==> src/rtl/uart_recv.sv <==
// uart_recv: 8N1 UART receiver with a two-flop input synchronizer and mid-bit sampling.
// Build option UART_RECV_MAJORITY_EN: each bit is the 2-of-3 vote of samples spread around mid-bit.
module uart_recv #(
    parameter logic [13:0] BAUD_MAX = 14'd10416
) (
    input  logic       clk,
    input  logic       rst,
    input  logic       din,
    output logic [7:0] data,
    output logic       valid,
    output logic       frame_err,
    output logic       busy
);
    typedef enum logic [1:0] {
        IDLE  = 2'd0,
        START = 2'd1,
        DATA  = 2'd2,
        STOP  = 2'd3
    } state_t;

    localparam logic [13:0] SAMPLE_PT = (BAUD_MAX >> 1) - 14'd1;
    localparam logic [13:0] WRAP_PT   = BAUD_MAX - 14'd1;
`ifdef UART_RECV_MAJORITY_EN
    localparam logic [13:0] SPREAD    = BAUD_MAX >> 4;
    localparam logic [13:0] EARLY_PT  = SAMPLE_PT - SPREAD;
    localparam logic [13:0] DECIDE_PT = SAMPLE_PT + SPREAD;
`else
    localparam logic [13:0] DECIDE_PT = SAMPLE_PT;
`endif

    logic        r_sync1;
    logic        r_sync2;
    logic        r_din_prev;
    state_t      r_state;
    logic [13:0] r_baud_cnt;
    logic [2:0]  r_bit_cnt;
    logic [7:0]  r_shift_reg;
    logic [7:0]  r_data;
    logic        r_valid;
    logic        r_frame_err;

    logic        w_din_s;
    logic        w_fall;
    logic        w_wrap;
    logic        w_decide;
    logic        w_bit;

    // Line idles high, so the synchronizer resets to 1 to avoid a false start edge.
    always_ff @(posedge clk or posedge rst) begin
        if (rst) begin
            r_sync1    <= 1'b1;
            r_sync2    <= 1'b1;
            r_din_prev <= 1'b1;
        end else begin
            r_sync1    <= din;
            r_sync2    <= r_sync1;
            r_din_prev <= r_sync2;
        end
    end

    assign w_din_s  = r_sync2;
    assign w_fall   = r_din_prev & ~w_din_s;
    assign w_wrap   = (r_baud_cnt == WRAP_PT);
    assign w_decide = (r_baud_cnt == DECIDE_PT);

`ifdef UART_RECV_MAJORITY_EN
    logic r_samp_early;
    logic r_samp_mid;

    always_ff @(posedge clk or posedge rst) begin
        if (rst) begin
            r_samp_early <= 1'b1;
            r_samp_mid   <= 1'b1;
        end else begin
            if (r_baud_cnt == EARLY_PT) begin
                r_samp_early <= w_din_s;
            end
            if (r_baud_cnt == SAMPLE_PT) begin
                r_samp_mid <= w_din_s;
            end
        end
    end

    // The late sample is taken live, so the vote resolves on the decision cycle itself.
    assign w_bit = (r_samp_early & r_samp_mid) |
                   (r_samp_early & w_din_s)    |
                   (r_samp_mid   & w_din_s);
`else
    assign w_bit = w_din_s;
`endif

    always_ff @(posedge clk or posedge rst) begin
        if (rst) begin
            r_state     <= IDLE;
            r_baud_cnt  <= 14'd0;
            r_bit_cnt   <= 3'd0;
            r_shift_reg <= 8'h00;
            r_data      <= 8'h00;
            r_valid     <= 1'b0;
            r_frame_err <= 1'b0;
        end else begin
            r_valid     <= 1'b0;
            r_frame_err <= 1'b0;
            case (r_state)
                IDLE: begin
                    r_baud_cnt <= 14'd0;
                    r_bit_cnt  <= 3'd0;
                    if (w_fall) begin
                        r_state <= START;
                    end
                end
                START: begin
                    // A start bit that is high again at mid-bit was only a glitch.
                    if (w_decide && w_bit) begin
                        r_state    <= IDLE;
                        r_baud_cnt <= 14'd0;
                    end else if (w_wrap) begin
                        r_state    <= DATA;
                        r_baud_cnt <= 14'd0;
                    end else begin
                        r_baud_cnt <= r_baud_cnt + 14'd1;
                    end
                end
                DATA: begin
                    if (w_decide) begin
                        r_shift_reg[r_bit_cnt] <= w_bit;
                    end
                    if (w_wrap) begin
                        r_baud_cnt <= 14'd0;
                        r_bit_cnt  <= r_bit_cnt + 3'd1;
                        if (r_bit_cnt == 3'd7) begin
                            r_state <= STOP;
                        end
                    end else begin
                        r_baud_cnt <= r_baud_cnt + 14'd1;
                    end
                end
                STOP: begin
                    // Leave early so a start bit directly after the stop bit is not missed.
                    if (w_decide) begin
                        r_state    <= IDLE;
                        r_baud_cnt <= 14'd0;
                        if (w_bit) begin
                            r_data  <= r_shift_reg;
                            r_valid <= 1'b1;
                        end else begin
                            r_frame_err <= 1'b1;
                        end
                    end else begin
                        r_baud_cnt <= r_baud_cnt + 14'd1;
                    end
                end
                default: begin
                    r_state    <= IDLE;
                    r_baud_cnt <= 14'd0;
                end
            endcase
        end
    end

    assign data      = r_data;
    assign valid     = r_valid;
    assign frame_err = r_frame_err;
    assign busy      = (r_state != IDLE);

endmodule

==> config.mk <==
export PLATFORM = sky130hd
export DESIGN_NAME = uart_recv
export DESIGN_NICKNAME = d
export VERILOG_FILES = /design/src/rtl/uart_recv.sv
export SDC_FILE = /design/constraint.sdc
export NUM_CORES = 1
export LEC_CHECK = 0
export BUFFER_PORTS_ARGS = -buffer_cell sky130_fd_sc_hd__buf_2
export CAP_MARGIN = 0
export CORE_MARGIN = 2
export CORE_UTILIZATION = 59
export DETAILED_ROUTE_END_ITERATION = 7
export GPL_ROUTABILITY_DRIVEN = 1
export GPL_TIMING_DRIVEN = 0
export PLACE_DENSITY = 0.78
export SLEW_MARGIN = 20
export SYNTH_ARGS = -nofsm -noshare
export SYNTH_HDL_FRONTEND = slang
export SYNTH_SLANG_ARGS = --single-unit
==> constraint.sdc <==
create_clock -name clk -period 2.4 [get_ports clk]
set_clock_uncertainty 0.05 [all_clocks]
set_input_delay 0.12 -clock clk [delete_from_list [all_inputs] [get_ports clk]]
set_output_delay 0.12 -clock clk [all_outputs]
set_load 0.01 [all_outputs]
==> impl_metrics.yaml, run 1 <==
clock_network:
  cts_buffers: 5
  worstSkewPairLatency_ns: 0.36
  clkSlewWorstSetupHoldPaths_ns: 0.12
  cts_root_buf: "clkbuf_4"
  cts_tree: "yes"
  clk_path_buf_depth: 2
  htreeDepth: 2
  clock_sinks: 40
floorplanning:
  die_y_microns: 61.0
  die_w_microns: 61.0
  pin_count: 14
  core_sq_um: 3080
  initial_core_util: 0.623
  rows: 20
  die_area_sq_um: 3720
global_routing:
  antenna_found_initial: 0
  grt_first_pass_wirelength_microns: 6230
  first_global_vias: 1278
  grtUsageTotal: 0.232
  grt_max_degree: 26
  grt_overflow: 0
route:
  post_drt_via_cell_ratio: 5.82
  ant_nets: 0
  firstDrtPassIters: 4
  drt-total-wl_microns: 3600
  vias: 1345
  drt_iter0_drc: 76
  avgRoutedWirePerCell_microns: 15.6
  drc_errors: 0
yosys:
  ys_types: 46
  synth_area_per_cell_sq_um: 11.8
  mappedNetlistArea_sq_um: 1920
  synth_fp_nets: 168
  synthArstFlopShare: 1.00
  syn_inst: 162
  ys.flop_type: "dfrtp_1"
  yosysSeqAreaShare: 0.524
  ys_ff_latch: 40
  synth_edf_count: 0
  yosys_warnings: 0
worst_setup_path:
  crit_path_start_kind: "flip-flop"
  crit_fanout: 7
  crit_chain: "or4b_4, nor4_4, mux2_2, a22o_1"
  cp.required_ns: 2.61
  critPathMaxStageDelay_ns: 0.57
  rr_endpoint: "r_bit_cnt[1]"
  r2r_cells: 4
  timing.rr.start: "r_baud_cnt[6]"
  arrival_ns: 2.49
  cp_slowest_cell: "or4b_4"
  cp-startpoint: "r_baud_cnt[6]"
  critPathCapture: "r_bit_cnt[1]"
  end_kind: "flip-flop"
  crit_type: "reg2reg"
  r2r_slack_ns: 0.12
power_and_ir_drop:
  swShare: 0.277
  p_int_mw: 1.02
  p_sw_mw: 0.390
  p_seq_frac: 0.544
  peakVddDrop_mv: 0.501
  powerDensity_nw_per_um2: 642
  p_comb_frac: 0.127
  clkPwrFrac: 0.329
  p_leak_nw: 1.02
job:
  drv_cap: 0
sta:
  setup_viol: 0
  hold_viol_final: 0
  rsz0062_at_grt: "false"
  fin_crit_sh: 0.950
  fin_crit_ns: 2.28
  maxSlewHeadroom: 0.670
  slew_viol_final: 0
  setup_slack_ns: 0.121
  timing.fmax_ghz: 0.439
  worstMarginPinSlew_ns: 0.492
  finalSetupTns_ns: 0
layout:
  final_common_cell: "dfrtp_1"
  final_cell_mix: "dfrtp_1, mux2_2, buf_2"
  diodes: 0
  area_growth_syn_to_layout_pct: 14.5
  fin_nets: 192
  largest_reg_flops: 14
  drive_above_1_share: 0.321
place:
  place_congestion: 0.817
  dp_hpwl_microns: 2600
  pre_cts_ws_ns: 0.0619
  io_buffers: 13
min_path:
  hp-class: "in2async"
run_status:
  status: "finished clean"
==> area by class of cell <==
cell class | instances | area [sq um]
Tap cell | 44 | 55.1
Multi-Input combinational cell | 111 | 867
Buffer | 5 | 30.0
Clock buffer | 5 | 37.5
Inverter | 6 | 22.5
Fill cell | 233 | 882
Clock inverter | 3 | 46.3
Sequential cell | 40 | 1000
Timing Repair Buffer | 17 | 133
==> worst min-delay path by stage <==
stage                     start             end  cells after the start
after floorplan             din         r_sync1                      0
after global placement      din         r_sync1                      1
after detailed placement    rst           valid                      2
after CTS                   rst           valid                      3
after global routing        rst  r_shift_reg[7]                      3
final                       rst  r_shift_reg[7]                      3
==> per-stage QoR <==
step                       util  std cells  hold WS [ns]  area, sq um  power (mW)
after CTS                 0.705        230         0.206         2170        1.42
after global routing      0.713        231         0.225         2200        1.48
after global placement    0.662        219         0.175         2040       0.932
after floorplan               -        162        0.0745         1920       0.895
after detailed placement  0.671        220        0.0642         2070       0.954
final                     0.713        231         0.212         2200        1.41
==> synth_stat cells (2+ instances only) <==
cell | count | share of area
clkbuf_1 | 3 | 0.0059
and4bb_2 | 2 | 0.013
nor4_1 | 2 | 0.0065
or3_1 | 2 | 0.0065
a22oi_1 | 3 | 0.012
and2_1 | 2 | 0.0065
nand3b_1 | 2 | 0.0078
mux2_2 | 17 | 0.10
nor3_1 | 7 | 0.018
nand4_1 | 3 | 0.0098
ha_1 | 3 | 0.020
and4_2 | 2 | 0.010
or2_2 | 2 | 0.0065
nand3_1 | 4 | 0.010
dfstp_2 | 3 | 0.041
xor2_1 | 7 | 0.032
nor2b_1 | 3 | 0.0098
dfrtp_1 | 37 | 0.48
mux2i_1 | 2 | 0.010
a21oi_1 | 12 | 0.031
or4_1 | 2 | 0.0078
o31ai_1 | 2 | 0.0078
nand2_1 | 9 | 0.018
inv_1 | 6 | 0.012
xnor2_1 | 2 | 0.0091
o21ai_0 | 3 | 0.0078
==> what timing repair did <==
item / in CTS / in global routing
buffers inserted: 0 / 1
hold buffers: 2 / 0
endpoints found under the setup margin: 0 / 9
hold endpoints to repair: 38 / 0
resized for setup: 0 / 1
==> power groups by stage <==
stage / Combinational, mW / Clock (mW) / Sequential, mW
finish: 0.179 / 0.464 / 0.767
global route: 0.208 / 0.500 / 0.777
CTS: 0.181 / 0.471 / 0.767
detailed placement: 0.174 / 0 / 0.780
global placement: 0.157 / 0 / 0.775
floorplan: 0.129 / 0 / 0.765
==> routing by layer <==
metal	wire, microns	vias up	track usage	share of wire
met5	0	-	0	0
met4	79	0	0.0994	0.022
met3	150	8	0.0651	0.042
met2	1620	31	0.336	0.45
met1	1740	664	0.329	0.48
li1	-	642	-	-
==> worst max-delay path: cells and delay by family, from the launching register on <==
family / cells / cell delay [ns]
mux: 1 / 0.41
compound gates: 1 / 0.18
simple gates: 2 / 1.07
flops: 1 / 0.46
==> logic make-up after synthesis <==
family,share of synthesized area
AOI/OAI and AO/OA,0.0881
xor gates and xnor gates,0.0411
adders and majority gates,0.0196
buffers and inverters,0.0274
DFF,0.524
muxes,0.110
and+or+nand+nor,0.190
Note: power is estimated with default switching activity, not from simulation.
==> run 2, diff against run 1 <==
--- a/config.mk
+++ b/config.mk
@@ -11,7 +11,6 @@
 export CORE_UTILIZATION = 59
 export DETAILED_ROUTE_END_ITERATION = 7
 export GPL_ROUTABILITY_DRIVEN = 1
-export GPL_TIMING_DRIVEN = 0
 export PLACE_DENSITY = 0.78
 export SLEW_MARGIN = 20
 export SYNTH_ARGS = -nofsm -noshare
==> impl_metrics.yaml, run 2 (synthesis results as in run 1) <==
sta:
  fin_crit_sh: 0.952
  worstMarginPinSlew_ns: 0.521
  timing.fmax_ghz: 0.438
  hold_viol_final: 0
  finalSetupTns_ns: 0
  fin_crit_ns: 2.28
  holdWs_ns: 0.318
  slew_viol_final: 0
  maxSlewHeadroom: 0.648
  setup_slack_ns: 0.115
  setup_viol: 0
  rsz0062_at_grt: "false"
clock_network:
  worstSkewPairLatency_ns: 0.37
  cts_tree: "yes"
  clock_sinks: 40
  htreeDepth: 2
  clkSlewWorstSetupHoldPaths_ns: 0.14
  clk_path_buf_depth: 2
  cts_buffers: 5
  cts_root_buf: "clkbuf_4"
  cts_resized: 0
worst_setup_path:
  crit_cells: 4
  crit_path_start_kind: "flip-flop"
  r2r_cells: 4
  end_kind: "flip-flop"
  crit_type: "reg2reg"
  cp-startpoint: "r_baud_cnt[8]"
  rr_endpoint: "r_shift_reg[5]"
  crit_chain: "nor4b_1, nand4_2, nor4_1, mux2_2"
  worst-path-buf-inv: 0
  timing.rr.start: "r_baud_cnt[8]"
  arrival_ns: 2.51
  critPathCapture: "r_shift_reg[5]"
  r2r_slack_ns: 0.12
  cp.required_ns: 2.62
  critPathMaxStageDelay_ns: 0.53
  cp_slowest_cell: "nor4b_1"
  crit_family: "simple AND/OR/NAND/NOR gates"
  crit_fanout: 10
power_and_ir_drop:
  peakVddDrop_mv: 0.568
  fin_total_pwr_mw: 1.41
  powerDensity_nw_per_um2: 654
  p_leak_nw: 1.00
layout:
  utilization: 0.700
  fin_area_sq_um: 2150
  final_common_cell: "dfrtp_1"
  area_growth_syn_to_layout_pct: 12.3
  final_cell_mix: "dfrtp_1, mux2_2, buf_2"
  diodes: 0
  largest_reg_flops: 14
  fin_nets: 188
  drive_above_1_share: 0.311
  final_cell_count_no_fill: 227
global_routing:
  antenna_found_initial: 0
  grtUsageTotal: 0.237
  first_global_vias: 1312
  grt_overflow: 0
  grt_max_degree: 41
  grt_first_pass_wirelength_microns: 6270
place:
  place_congestion: 0.868
  dp_hpwl_microns: 2590
  place_area_sq_um: 2020
  pre_cts_ws_ns: 0.0879
  placedCellCount: 216
  io_buffers: 13
route:
  drt-total-wl_microns: 3790
  firstDrtPassIters: 4
  ant_nets: 0
  avgRoutedWirePerCell_microns: 16.7
  drt_iter0_drc: 90
  drc_errors: 0
  vias: 1347
  post_drt_via_cell_ratio: 5.93
floorplanning:
  initial_core_util: 0.623
  core_sq_um: 3080
  rows: 20
  die_y_microns: 61.0
  die_area_sq_um: 3720
  die_w_microns: 61.0
  pin_count: 14
min_path:
  hp-class: "reg2reg"
job:
  drv_cap: 0
run_status:
  status: "finished clean"
==> run 2: cell types whose count changed in the layout (fill, tap and decap cells not counted), sizes merged <==
cell      previous run  this run
clkinvlp             1         0
buf                 17        16
clkbuf               8         6
inv                  7         6
clkinv               0         1
==> run 2: repair_timing <==
action	4_1_cts	5_1_grt
endpoints found under the hold margin	38	0
hold buffers	2	0
setup endpoints to repair	0	8
setup buffers	0	1
==> run 2: layout make-up <==
cell class | instances | area (sq um)
Clock buffer | 6 | 51.3
Clock inverter | 2 | 38.8
Fill cell | 242 | 925
Inverter | 6 | 22.5
Multi-Input combinational cell | 111 | 861
Sequential cell | 40 | 1000
Tap cell | 44 | 55.1
Timing Repair Buffer | 18 | 120
==> run 2: how the worst min path moves through the flow <==
stage	slack [ns]	from	to	cells past startpoint
2_1_floorplan	0.07	din	r_sync1	0
3_3_place_gp	0.18	din	r_sync1	1
3_5_place_dp	0.18	din	r_sync1	1
4_1_cts	0.32	r_sync1	r_sync2	0
5_1_grt	0.32	r_sync1	r_sync2	0
6_report	0.32	r_sync1	r_sync2	0
==> run 2: where the power goes <==
part / internal, mW / switching (mW) / total [mW]
sequential: 0.721 / 0.0506 / 0.772
combinational: 0.0649 / 0.0881 / 0.153
clock: 0.250 / 0.235 / 0.484
==> run 2: worst register-to-register path, cell delays in order (launching register included) <==
cell	delay [ns]
dfrtp_1	0.46
nor4b_1	0.53
nand4_2	0.35
nor4_1	0.43
mux2_2	0.39
==> run 2: routing by layer <==
| metal | global-route usage | up-vias | part of all wire |
|---|---|---|---|
| met5 | 0 | - | 0 |
| met2 | 0.363 | 38 | 0.51 |
| li1 | - | 636 | - |
| met1 | 0.327 | 666 | 0.44 |
| met3 | 0.0630 | 7 | 0.042 |
| met4 | 0.0932 | 0 | 0.017 |
